--- config.mk ---
export PLATFORM = sky130hd
export DESIGN_NAME = bsg_manycore_wh_link_arbiter
export DESIGN_NICKNAME = d
export VERILOG_FILES = /design/src/rtl/bsg_manycore_wh_link_arbiter.sv
export SDC_FILE = /design/constraint.sdc
export NUM_CORES = 1
export LEC_CHECK = 0
export ABC_AREA = 1
export CORE_AREA = 2 2 104 106
export CTS_CLUSTER_SIZE = 10
export DETAILED_ROUTE_END_ITERATION = 8
export DIE_AREA = 0 0 106 108
export PLACE_DENSITY = 0.69
export SYNTH_ARGS = -nofsm -noshare
export SYNTH_HDL_FRONTEND = slang
export SYNTH_SLANG_ARGS = --single-unit
export TNS_END_PERCENT = 10
--- constraint.sdc ---
create_clock -name clk_i -period 5.1 [get_ports clk_i]
set_clock_uncertainty 0.15 [all_clocks]
set_input_delay 1.02 -clock clk_i [delete_from_list [all_inputs] [get_ports clk_i]]
set_output_delay 1.02 -clock clk_i [all_outputs]
set_load 0.005 [all_outputs]
--- src/rtl/bsg_manycore_wh_link_arbiter.sv ---
// Shares one wormhole memory link between two requester links: packet-locked round-robin forward
// arbitration, cord-based return demux. Optional per-port counters under BSG_MANYCORE_WH_ARB_STATS_EN.
module bsg_manycore_wh_link_arbiter #(
  parameter int wh_flit_width_p = 32,
  parameter int wh_cord_width_p = 7,
  parameter int wh_len_width_p  = 4,
  parameter int wh_cid_width_p  = 1,
  parameter int split_cord_p    = 0
) (
  input  logic                             clk_i,
  input  logic                             reset_i,
  input  logic [2*(wh_flit_width_p+2)-1:0] req_link_sif_i,
  output logic [2*(wh_flit_width_p+2)-1:0] req_link_sif_o,
  input  logic [wh_flit_width_p+1:0]       mem_link_sif_i,
  output logic [wh_flit_width_p+1:0]       mem_link_sif_o,
  output logic [2*32-1:0]                  pkt_count_o
);

  localparam int          link_w_lp = wh_flit_width_p + 2;
  localparam logic [31:0] split_lp  = 32'(split_cord_p);

  typedef enum logic {eIdle, eLock} state_e;

  logic [1:0]                 req_fwd_v;
  logic [1:0]                 req_ret_ready;
  logic [wh_flit_width_p-1:0] req_fwd_data [2];
  logic                       mem_ret_v;
  logic                       mem_fwd_ready;
  logic [wh_flit_width_p-1:0] mem_ret_data;

  assign req_fwd_v       = {req_link_sif_i[2*link_w_lp-1], req_link_sif_i[link_w_lp-1]};
  assign req_ret_ready   = {req_link_sif_i[link_w_lp], req_link_sif_i[0]};
  assign req_fwd_data[0] = req_link_sif_i[1 +: wh_flit_width_p];
  assign req_fwd_data[1] = req_link_sif_i[link_w_lp+1 +: wh_flit_width_p];
  assign {mem_ret_v, mem_ret_data, mem_fwd_ready} = mem_link_sif_i;

  // Forward path
  state_e                     fwd_state_q;
  logic [wh_len_width_p-1:0]  fwd_cnt_q;
  logic                       fwd_lock_q;
  logic                       rr_last_q;
  logic                       fwd_grant;
  logic                       fwd_v;
  logic                       fwd_hs;
  logic [1:0]                 fwd_ready;
  logic [wh_flit_width_p-1:0] fwd_data;
  logic [wh_len_width_p-1:0]  fwd_len;

  always_comb begin
    fwd_grant = fwd_lock_q;
    if (fwd_state_q == eIdle)
      fwd_grant = (&req_fwd_v) ? ~rr_last_q : req_fwd_v[1];
    fwd_data             = req_fwd_data[fwd_grant];
    fwd_len              = fwd_data[wh_cord_width_p +: wh_len_width_p];
    fwd_v                = req_fwd_v[fwd_grant] & ~reset_i;
    fwd_ready            = '0;
    fwd_ready[fwd_grant] = mem_fwd_ready & ~reset_i;
    fwd_hs               = fwd_v & mem_fwd_ready;
  end

  always_ff @(posedge clk_i) begin
    if (reset_i) begin
      fwd_state_q <= eIdle;
      fwd_cnt_q   <= '0;
      fwd_lock_q  <= 1'b0;
      rr_last_q   <= 1'b1;
    end else if (fwd_hs) begin
      if (fwd_state_q == eIdle) begin
        rr_last_q <= fwd_grant;
        if (fwd_len != '0) begin
          fwd_state_q <= eLock;
          fwd_cnt_q   <= fwd_len;
          fwd_lock_q  <= fwd_grant;
        end
      end else begin
        fwd_cnt_q <= fwd_cnt_q - 1'b1;
        if (fwd_cnt_q == wh_len_width_p'(1))
          fwd_state_q <= eIdle;
      end
    end
  end

  // Return path
  state_e                    ret_state_q;
  logic [wh_len_width_p-1:0] ret_cnt_q;
  logic                      ret_dest_q;
  logic                      ret_dest;
  logic [1:0]                ret_v;
  logic                      ret_ready;
  logic                      ret_hs;
  logic [wh_len_width_p-1:0] ret_len;

  always_comb begin
    ret_dest = ret_dest_q;
    if (ret_state_q == eIdle)
      ret_dest = (32'(mem_ret_data[wh_cord_width_p-1:0]) >= split_lp);
    ret_v           = '0;
    ret_v[ret_dest] = mem_ret_v & ~reset_i;
    ret_ready       = req_ret_ready[ret_dest] & ~reset_i;
    ret_hs          = mem_ret_v & ret_ready;
    ret_len         = mem_ret_data[wh_cord_width_p +: wh_len_width_p];
  end

  always_ff @(posedge clk_i) begin
    if (reset_i) begin
      ret_state_q <= eIdle;
      ret_cnt_q   <= '0;
      ret_dest_q  <= 1'b0;
    end else if (ret_hs) begin
      if (ret_state_q == eIdle) begin
        if (ret_len != '0) begin
          ret_state_q <= eLock;
          ret_cnt_q   <= ret_len;
          ret_dest_q  <= ret_dest;
        end
      end else begin
        ret_cnt_q <= ret_cnt_q - 1'b1;
        if (ret_cnt_q == wh_len_width_p'(1))
          ret_state_q <= eIdle;
      end
    end
  end

  assign mem_link_sif_o = {fwd_v, fwd_data, ret_ready};
  assign req_link_sif_o = {ret_v[1], mem_ret_data, fwd_ready[1],
                           ret_v[0], mem_ret_data, fwd_ready[0]};

`ifdef BSG_MANYCORE_WH_ARB_STATS_EN
  logic [31:0] pkt_cnt_q [2];

  always_ff @(posedge clk_i) begin
    if (reset_i) begin
      pkt_cnt_q[0] <= '0;
      pkt_cnt_q[1] <= '0;
    end else if (fwd_hs && (fwd_state_q == eIdle)) begin
      pkt_cnt_q[fwd_grant] <= pkt_cnt_q[fwd_grant] + 32'd1;
    end
  end

  assign pkt_count_o = {pkt_cnt_q[1], pkt_cnt_q[0]};
`else
  assign pkt_count_o = '0;
`endif

endmodule

==> flow_summary_export.csv <==
group,metric,value,unit
clock_network,cts_resized,0,
clock_network,cts_root_buffer,"clkbuf_8",
critical_path,criticalPathCategory,"input port to output port",
yosys,synth_top_area_cell,"buf_4",
critical_path,worst-path-max-fanout,35,
yosys,seq_area_frac_synth,11.5,%
detailed_routing,drc,0,
hold_path,hold_path.class,"register to register",
yosys,yosysUniqueCellTypes,26,
sta,fin_crit,4.32,ns
floorplan,start_util,22.1,%
power,total_power,0.441,mW
placed_design,post-dp-hpwl,5030,um
layout,fillers,1113,
layout,area_delta_synth_final,28.8,%
clock_network,cts_tree,"built",
yosys,syn_inst,368,
hold_path,hp-start,"ret_dest_q",
clock_network,cts_htree_levels,1,
floorplan,dieHeight,108,um
critical_path,rr_startpoint,"fwd_state_q",
critical_path,crit_slowest_cell,"clkdlybuf4s50_1",
layout,final_net_count,527,
sta,setup_viol,0,
clock_network,cts_made_buffers,3,
placed_design,place.gp.congestion,0.744,
detailed_routing,avgRoutedWirePerCell,10.8,um
floorplan,dieArea,11400,um2
floorplan,core,10200,um2
clock_network,clock_latency,0.24,ns
clock_network,hold_buffers,0,
critical_path,critPathMostFrequentCell,"nand2_1",
layout,antenna_cells,0,
outcome,outcome,"completed",
yosys,netlist.area_leader.share,43.5,%
placed_design,place_inst,550,
critical_path,crit_buf_inv,4,
power,p_per_area,152,nW/um2
grt,antenna_found_initial,0,
critical_path,crit_family,"buffers and inverters",
grt,grt_max_degree,36,
sta,holdWs,0.306,ns
critical_path,r2r_slack,2.81,ns
layout,layout-drive-gt1-share,5.02,%
grt,grt_overflow,0,
layout,fin_area,2910,um2
run,maxCapViolCount,0,
placed_design,port_buffers,121,
critical_path,startpoint_type,"input port",
power,ir_worst_vdd,76.9,uV
sta,drv_slew,0,
yosys,synth.area.top_cells,"buf_4, nand2_1, dfxtp_1",
power,power.leakage,1.37,nW
critical_path,required,3.93,ns
yosys,synth-edff-count,0,
grt,track_usage,9.47,%
yosys,ys_ff_latch,13,
placed_design,post_dp_cell_area,2860,um2
sta,tns,0,ns
sta,rsz0062_at_grt,"no",
yosys,ys_warn_count,0,
sta,fmax,231,MHz
sta,fin_crit_sh,84.8,%
critical_path,worst-endpoint-arrival,3.15,ns
critical_path,crit_path_end_kind,"output port",
yosys,synthFlopType,"dfxtp_1",
critical_path,r2r_cells,11,
floorplan,rows,37,
critical_path,cp_cell_sequence,"clkdlybuf4s50_1 > nand2_1 > nand3_4 > nand2_4 > inv_2 > nand2_1 > nand2_1 > inv_1 > clkdlybuf4s50_1",
sta,hold_viol_final,0,
grt,grt_pass1_vias,1880,
hold_path,whs_path_depth,2,
critical_path,crit_cells,9,
detailed_routing,vias,2108,
detailed_routing,wirelength,5960,um
detailed_routing,first_iter_violations,139,
clock_network,postCtsSetupRepairBufs,0,
layout,stdcell_count,554,
detailed_routing,postRouteAntennaNets,0,
clock_network,path_clk_slew,0.06,ns
yosys,netlist_area,2260,um2
clock_network,cts_num_sinks,13,
floorplan,die_w,106,um
yosys,synth.most_common_cell,"buf_4",
critical_path,slowest_delay,0.50,ns
grt,grt_pass1_wl,8910,um
detailed_routing,viasPerCell,3.81,
yosys,synthTopCellsByCount,"buf_4, nand2_1, nor2_1, inv_1",
floorplan,io_pins,270,
detailed_routing,dr.pass1.iters,4,
yosys,async_flop_share,0,%
clock_network,clockBufferDepth,2,
hold_path,holdPathEnd,"ret_dest_q",
critical_path,reg2reg_to,"fwd_cnt_q[1]",
yosys,avgSynthCellArea,6.14,um2
## through the flow
step	setup slack, ns	util, %
3_3_place_gp	0.763	28.0
3_5_place_dp	0.730	28.0
6_report	0.776	28.4
2_1_floorplan	2.13	-
5_1_grt	0.576	28.4
4_1_cts	0.737	28.4
## how the worst max path moves through the flow
stage	to	slack [ns]	start
6_report	mem_link_sif_o[33]	0.78	req_link_sif_i[33]
5_1_grt	mem_link_sif_o[33]	0.58	req_link_sif_i[33]
4_1_cts	mem_link_sif_o[33]	0.74	req_link_sif_i[33]
3_5_place_dp	mem_link_sif_o[33]	0.73	req_link_sif_i[33]
3_3_place_gp	mem_link_sif_o[33]	0.76	req_link_sif_i[33]
2_1_floorplan	mem_link_sif_o[13]	2.13	req_link_sif_i[33]
## cell families after synthesis
family | synth area share [%]
buffers and inverters | 48.0
XOR/XNOR | 0.388
AO/OA/AOI/OAI | 5.82
AND/OR/NAND/NOR | 31.9
adder cells (fa/ha/maj) | 2.22
flip-flops | 11.5
other | 0.166
## cells in the final DEF (no fill, tap or decap), drive strengths merged
cell           netlist  final
conb                 1     64
a31oi                1      1
o211ai               1      1
dfxtp               13     13
ha                   4      4
inv                 19     19
a21oi                9      9
o21ai               13     13
nand2              124    124
o31ai                1      1
xnor2                1      1
nor2                24     24
clkbuf               5      4
nand3b               2      2
clkdlybuf4s50        0    121
nor3                 6      6
nand3               11     11
## power by group
group          internal [mW]  leakage, nW  total (mW)  switching, mW
logic                  0.133         1.24       0.235          0.102
clock network         0.0551       0.0228      0.0909         0.0358
registers              0.108        0.106       0.115        0.00626
total                  0.297         1.37       0.441          0.144
## tightest hold or removal path, cell delays in order, from the launching register on
cell	delay, ns
dfxtp_1	0.30
inv_1	0.06
a21oi_1	0.06
## routing by layer
layer | vias up | GRT usage, % | routed length, um
met2 | 136 | 16.8 | 2930
met3 | 21 | 2.95 | 643
li1 | 1035 | - | -
met1 | 916 | 10.7 | 2250
met4 | 0 | 3.38 | 148
met5 | - | 0 | 0
## registers in the layout, indices dropped and copies added (netlist names)
| signal | cells |
|---|---|
| fwd_cnt_q | 4 |
| fwd_lock_q | 1 |
| fwd_state_q | 1 |
| ret_cnt_q | 4 |
| ret_dest_q | 1 |
| ret_state_q | 1 |
| rr_last_q | 1 |
## layout make-up
class	instances	area, um2	area share (%)
Timing Repair Buffer	121	1210	41.6
Clock buffer	4	45.0	1.55
Sequential cell	13	260	8.95
Tap cell	136	170	5.85
Multi-Input combinational cell	261	1150	39.6
Inverter	19	71.3	2.45
Note: power is estimated with default switching activity, not from simulation.
